===== src/rtl/serializador_8bits_pkg.sv =====
// Shared definitions for the serializer and its companion receiver:
// FSM state encoding, default word width and bit-order encoding.
package serializador_8bits_pkg;

   localparam int DEFAULT_WIDTH = 8;

   localparam bit LSB_FIRST_ON = 1'b1;
   localparam bit MSB_FIRST_ON = 1'b0;

   typedef enum logic {
      ST_IDLE  = 1'b0,
      ST_SHIFT = 1'b1
   } state_t;

endpackage


===== src/rtl/serializador_8bits_contador_bits.sv =====
// Modulo-WIDTH up-counter with synchronous zero, increment enable,
// terminal-count flag and asynchronous active-high clear.
module contador_bits
   import serializador_8bits_pkg::*;
#(
   parameter int WIDTH = DEFAULT_WIDTH,
   localparam int CW = (WIDTH > 1) ? $clog2(WIDTH) : 1
) (
   input  logic          clk,
   input  logic          clear,
   input  logic          zero,
   input  logic          en,
   output logic [CW-1:0] count,
   output logic          tc
);

   logic [CW-1:0] count_reg;
   logic [CW-1:0] count_next;

   assign tc    = (count_reg == CW'(WIDTH - 1));
   assign count = count_reg;

   // zero wins over en so a fresh word always starts at bit 0
   always_comb begin
      count_next = count_reg;
      if (zero) begin
         count_next = '0;
      end else if (en) begin
         count_next = tc ? '0 : count_reg + CW'(1);
      end
   end

   always_ff @(posedge clk or posedge clear) begin
      if (clear) begin
         count_reg <= '0;
      end else begin
         count_reg <= count_next;
      end
   end

endmodule


===== src/rtl/serializador_8bits.sv =====
// Parallel-in/serial-out transmitter with load/ready handshake and
// frame/done word-boundary strobes; registered serial output.
module serializador_8bits
   import serializador_8bits_pkg::*;
#(
   parameter int WIDTH     = DEFAULT_WIDTH,
   parameter bit LSB_FIRST = LSB_FIRST_ON,
   localparam int CW = (WIDTH > 1) ? $clog2(WIDTH) : 1
) (
   input  logic             clk,
   input  logic             clear,
   input  logic [WIDTH-1:0] d,
   input  logic             load,
   output logic             ready,
   output logic             q,
   output logic             qneg,
   output logic             frame,
   output logic             done
);

   state_t           state_reg;
   state_t           state_next;
   logic [WIDTH-1:0] shift_reg;
   logic [WIDTH-1:0] shift_next;
   logic             q_reg;
   logic             q_next;
   logic [WIDTH-1:0] d_ord;
   logic [CW-1:0]    bit_cnt;
   logic             bit_tc;
   logic             accept;

   // Reorder the word once so the shifter always sends bit 0 next
   generate
      for (genvar gi = 0; gi < WIDTH; gi++) begin : g_order
         if (LSB_FIRST == LSB_FIRST_ON) begin : g_lsb
            assign d_ord[gi] = d[gi];
         end else begin : g_msb
            assign d_ord[gi] = d[WIDTH-1-gi];
         end
      end
   endgenerate

   contador_bits #(
      .WIDTH (WIDTH)
   ) u_contador (
      .clk   (clk),
      .clear (clear),
      .zero  (accept),
      .en    (state_reg == ST_SHIFT),
      .count (bit_cnt),
      .tc    (bit_tc)
   );

   always_comb begin
      state_next = state_reg;
      shift_next = shift_reg;
      q_next     = q_reg;
      ready      = 1'b0;
      case (state_reg)
         ST_IDLE:  ready = 1'b1;
         ST_SHIFT: ready = bit_tc;
         default:  ready = 1'b0;
      endcase
      accept = load && ready;
      if (accept) begin
         state_next = ST_SHIFT;
         q_next     = d_ord[0];
         shift_next = d_ord >> 1;
      end else if (state_reg == ST_SHIFT) begin
         if (bit_tc) begin
            state_next = ST_IDLE;
            q_next     = 1'b0;
            shift_next = '0;
         end else begin
            q_next     = shift_reg[0];
            shift_next = shift_reg >> 1;
         end
      end
   end

   always_ff @(posedge clk or posedge clear) begin
      if (clear) begin
         state_reg <= ST_IDLE;
         shift_reg <= '0;
         q_reg     <= 1'b0;
      end else begin
         state_reg <= state_next;
         shift_reg <= shift_next;
         q_reg     <= q_next;
      end
   end

   assign q     = q_reg;
   assign qneg  = ~q_reg;
   assign frame = (state_reg == ST_SHIFT);
   assign done  = frame && (bit_cnt == CW'(WIDTH - 1));

endmodule


===== config.mk =====
export PLATFORM = sky130hd
export DESIGN_NAME = serializador_8bits
export DESIGN_NICKNAME = d
export VERILOG_FILES = /design/src/rtl/serializador_8bits_pkg.sv /design/src/rtl/serializador_8bits_contador_bits.sv /design/src/rtl/serializador_8bits.sv
export SDC_FILE = /design/constraint.sdc
export NUM_CORES = 1
export LEC_CHECK = 0
export ABC_AREA = 1
export BUFFER_PORTS_ARGS = -buffer_cell sky130_fd_sc_hd__buf_4
export CAP_MARGIN = 10
export CORE_AREA = 2 2 39 41
export CTS_BUF_LIST = sky130_fd_sc_hd__clkbuf_2
export DETAILED_ROUTE_END_ITERATION = 7
export DIE_AREA = 0 0 41 43
export PLACE_DENSITY = 0.74
export SLEW_MARGIN = 20
export SYNTH_ARGS = -nofsm -noshare
export SYNTH_HDL_FRONTEND = slang
export SYNTH_SLANG_ARGS = --single-unit

===== constraint.sdc =====
create_clock -name clk -period 1.78 [get_ports clk]
set_input_delay 0.178 -clock clk [delete_from_list [all_inputs] [get_ports clk]]
set_output_delay 0.178 -clock clk [all_outputs]
set_load 0.01 [all_outputs]

Word-level counts from Yosys, hierarchy flattened

Cells that the tools add are included.

Bitwise logic cells: 2
Reduce and logical (&&, ||, !) cells: 3
Mux-type cells: 13
Equality and inequality tests: 1
$add $sub $neg: 1

Operators by type and width:

| cell                                                           | count |
|---|---|
| 8-bit 2-to-1 mux                                               | 2 |
| 3-bit 2-to-1 mux                                               | 3 |
| 7-bit 2-to-1 mux                                               | 1 |
| 1-bit 2-to-1 mux                                               | 6 |
| 3-bit by 1-bit adder with 3-bit output (second input constant) | 1 |
| 3-bit equality test (second input constant)                    | 1 |
| 1-bit logical AND                                              | 2 |
| 1-bit NOT                                                      | 2 |
| 1-bit one-hot mux with 2 select lines                          | 1 |
| 2-bit nonzero test                                             | 1 |

Bits in registers: 13
Output and inout port bits: 5
Bits of input ports: 11
Word-level logic and storage cells: 24

Depth between registers and ports, before layout

Word-level depth: 4
Gate-level depth with buffers: 8
Gate-level depth less buffers: 8

Cells and area by module

Synthesis repeated with hierarchy kept, for this count alone.

Cell total of the unflattened synthesis: 86
Area, all modules: 641.9 sq um

By module, submodules not included:

| module             | area an instance (sq um) | sequential area each (sq um) | cells an instance | times used |
|---|---|---|---|---|
| serializador_8bits | 483.0                    | 225.2                        | 66                | 1 |
| contador_bits      | 158.9                    | 75.1                         | 20                | 1 |

Least setup slack after synthesis

Ideal clock, no wire load.

Path kind: register to register
Start: register u_contador.count_reg[0], in the netlist u_contador.count[0]
End: register shift_reg[1]
Required time: 1.663 ns
Path slack: 0.452 ns
Path buffers: 0
Data arrival time: 1.211 ns
Cell stages (with the launch flop): 9
Cell sequence: dfrtp_1 ha_1 ha_1 inv_2 nand2_4 nand2_8 nand2_1 nand3_1 nand2_1

Longest elaborated chain between the ends: 4

Ends and longest elaborated chain:

| item                                                   | line                                   | text |
|---|---|---|
| start: declaration                                     | serializador_8bits_contador_bits.sv:17 | `logic [CW-1:0] count_reg;` |
| start signal: assignment                               | serializador_8bits_contador_bits.sv:37 | `count_reg <= count_next;` |
| 3-bit equality test *                                  | serializador_8bits_contador_bits.sv:20 | `assign tc = (count_reg == CW'(WIDTH - 1));` |
| 1-bit one-hot mux with 2 select lines *                | serializador_8bits.sv:59               | `case (state_reg)` |
| via ready                                              | serializador_8bits.sv:14               | `output logic ready,` |
| 1-bit logical AND *                                    | serializador_8bits.sv:64               | `accept = load && ready;` |
| 8-bit 2-to-1 mux or 2-bit nonzero test (tied branches) | --                                     |  |
| end signal: assignment                                 | serializador_8bits.sv:88               | `shift_reg <= shift_next;` |
| end: declaration                                       | serializador_8bits.sv:23               | `logic [WIDTH-1:0] shift_reg;` |

The timed path passes the listed nets; every way through them passes the cells marked *. The select of a mux whose other input is x is not followed.
A chain may end at the register's enable or synchronous reset.

Worst setup path after layout

Start: register u_contador.count_reg[0], in the netlist u_contador.count[0]
End: output ready

Longest elaborated chain between the ends: 2

Ends and longest elaborated chain:

| item                                  | line |
|---|---|
| 3-bit equality test                   | serializador_8bits_contador_bits.sv:20 |
| 1-bit one-hot mux with 2 select lines | serializador_8bits.sv:59 |
| end: declaration                      | serializador_8bits.sv:14 |

No other way between the ends.

==> impl_results.md <==
* Clock Latency Late Sink at 0.26 ns
* Layout cells sized above 1 at 0.230
* Antenna Cells at 0
* Max VDD drop at 0.649 mV
* Setup CP Type: register to output pin
* Sequential area share after synthesis at 0.465
* DRT Pass-1 Iters at 4
* Critical path peak fanout at 10
* Initial Utilization at 0.467
* FF-to-FF Start: u_contador.count[0]
* # IOs at 16
* Final WL at 1290 µm
* Mapped Nets at 95
* PortBufs at 15
* Outcome: finished, final reports clean
* Detailed-route via count at 550
* Cells after synthesis at 82
* Max stage delay on crit path at 0.41 ns
* Cell Int Power at 0.660 mW
* Synthesized area at 646 µm²
* FF+latch count, synth at 12
* Final Hold Viols at 0
* Power per cell area at 1430 nW/µm²
* Sw Share at 0.412
* Worst Skew at 0.0111 ns
* Tcrit/Tclk final at 0.932
* Die ar. at 1760 µm²
* Slew margin rel. at 0.702
* RSZ-0062 raised after global routing: false
* Flop pwr share at 0.431
* Critical Path AT at 1.48 ns
* Cts bufs inserted at 3
* GPL Wtd Cong at 0.862
* Syn. warnings at 0
* Leakage at 0.454 nW
* Fin crit period at 1.66 ns
* # DRC at 0
* Min-delay src: d[1]
* CP Cell Sequence: ha_1 -> ha_1 -> inv_2 -> nand2_4 -> buf_4
* Clock Sinks at 12
* Synth-to-layout area growth at 21.5%
* WP data required at 1.60 ns
* Clock transition at path regs at 0.12 ns
* HP Class: primary input to register
* Final setup viols at 0
* Slew Limit Fails at 0
* Largest net degree at the start of global routing at 13
* Die height at 43 µm
* CP startpoint: u_contador.count[0]
* Antenna violations before repair at 0
* First-pass GRT wire length at 2140 µm
* FMAX at 0.603 GHz
* Clk Tree Root Cell: clkbuf_2
* Psw at 0.462 mW
* Unique masters post-synth at 11
* Max reg flops at 7
* Iteration-0 DRC Markers at 11
* H-tree depth at 1
* Postcts setup bufs at 0
* Vias in the first global route at 489
* Fill cell count at 134
* Maxcap violations at 0
* Net count, final at 114
* WL/cell at 11.1 µm
* Setup TNS at 0 ns
* Die width at 41 µm
* Avg Inst Size Synth at 7.87 µm²
* Gate power share at 0.450
* Startpoint types: register
* Crit-path most repeated cell: ha_1
* Worst Tran Pin Value at 0.446 ns
* Hold_buf cts at 1
* Clock power frac at 0.119
* Post-DRT Antenna Nets at 0
* Dpl hpwl at 981 µm
* Row count at 14
* Clock buffer depth at 2
* GR Overflow Total at 0
* Hold_ws at 0.111 ns
* CTS tree: built
* Core area at 1380 µm²
* Global-route usage over all layers at 0.184
* CP endpoint kind: output pin
* CTS resizes at 0
* Via/cell ratio at 4.74
* CP max-delay cell: dfrtp_1
cell families after synthesis:
family	count (synthesis)	share of synthesized area
simple gates	53	0.384
buf+inv	14	0.105
flops	12	0.465
fa+ha+maj	2	0.0388
compound gates	1	0.00774
cell usage in the layout (no fill, tap or decap):
cell type and count:
nand2_1 36, buf_4 15, nand3_1 14, dfrtp_1 12, inv_1 10, clkbuf_2 3, inv_2 2, ha_1 2
nand2_4 1, nand2_8 1, nor2_4 1, o21ai_0 1, clkinv_1 1, dlygate4sd3_1 1
through the flow:
| stage | cells | util | power (mW) | setup WS (ns) | area, µm² |
|---|---|---|---|---|---|
| floorplan | 82 | - | 0.832 | 0.452 | 646 |
| global placement | 111 | 0.546 | 0.981 | 0.398 | 756 |
| detailed placement | 111 | 0.546 | 0.995 | 0.355 | 756 |
| CTS | 116 | 0.567 | 1.13 | 0.102 | 785 |
| global route | 116 | 0.567 | 1.23 | 0.0303 | 785 |
| finish | 116 | 0.567 | 1.12 | 0.120 | 785 |
synthesized netlist by cell type (all sizes together):
| cell | n | area [µm²] |
|---|---|---|
| nand2 | 38 | 166 |
| nand3 | 14 | 70.1 |
| dfrtp | 12 | 300 |
| inv | 12 | 45.1 |
| buf | 2 | 22.5 |
| ha | 2 | 25.0 |
| nor2 | 1 | 11.3 |
| o21ai | 1 | 5.00 |
critical path, delay by kind of cell (launching register included):
kind | cells | cell delay (ns)
fa+ha+maj | 2 | 0.40
buf+inv | 2 | 0.30
flops | 1 | 0.41
simple gates | 1 | 0.12
cell type report:
type / instances / area, µm² / area share
clock buffers: 3 / 15.0 / 0.0191
well taps: 16 / 20.0 / 0.0255
inverters: 12 / 45.0 / 0.0574
repair buffers: 16 / 123 / 0.156
clock inverters: 1 / 3.75 / 0.00478
flip-flops and latches: 12 / 300 / 0.383
multi-input cells: 56 / 278 / 0.354
worst paths after layout:
| check | endpoint | slack [ns] | cells past startpoint |
|---|---|---|---|
| worst max-delay path | ready | 0.12 | 5 |
| worst min-delay path | shift_reg[0] | 0.11 | 3 |
| min in group asynchronous | q | 0.46 | 3 |
| max in group asynchronous | u_contador.count[0] | 1.00 | 3 |
| worst max register to register | shift_reg[4] | 0.33 | 8 |
| worst min register to register | shift_reg[2] | 0.50 | 2 |
power by group through the flow:
stage          Clock (mW)  Sequential (mW)  Combinational [mW]
6_report            0.134            0.484               0.505
2_1_floorplan           0            0.474               0.357
3_5_place_dp            0            0.489               0.506
3_3_place_gp            0            0.485               0.496
5_1_grt             0.154            0.498               0.579
4_1_cts             0.138            0.484               0.508
metal layers:
layer / up-vias / global-route usage / routed length (µm)
met2: 19 / 0.228 / 602
li1: 287 / - / -
met3: 2 / 0.0785 / 84
met4: 0 / 0.0800 / 19
met5: - / 0 / 0
met1: 242 / 0.269 / 582
Power figures use the tool's default switching activity.
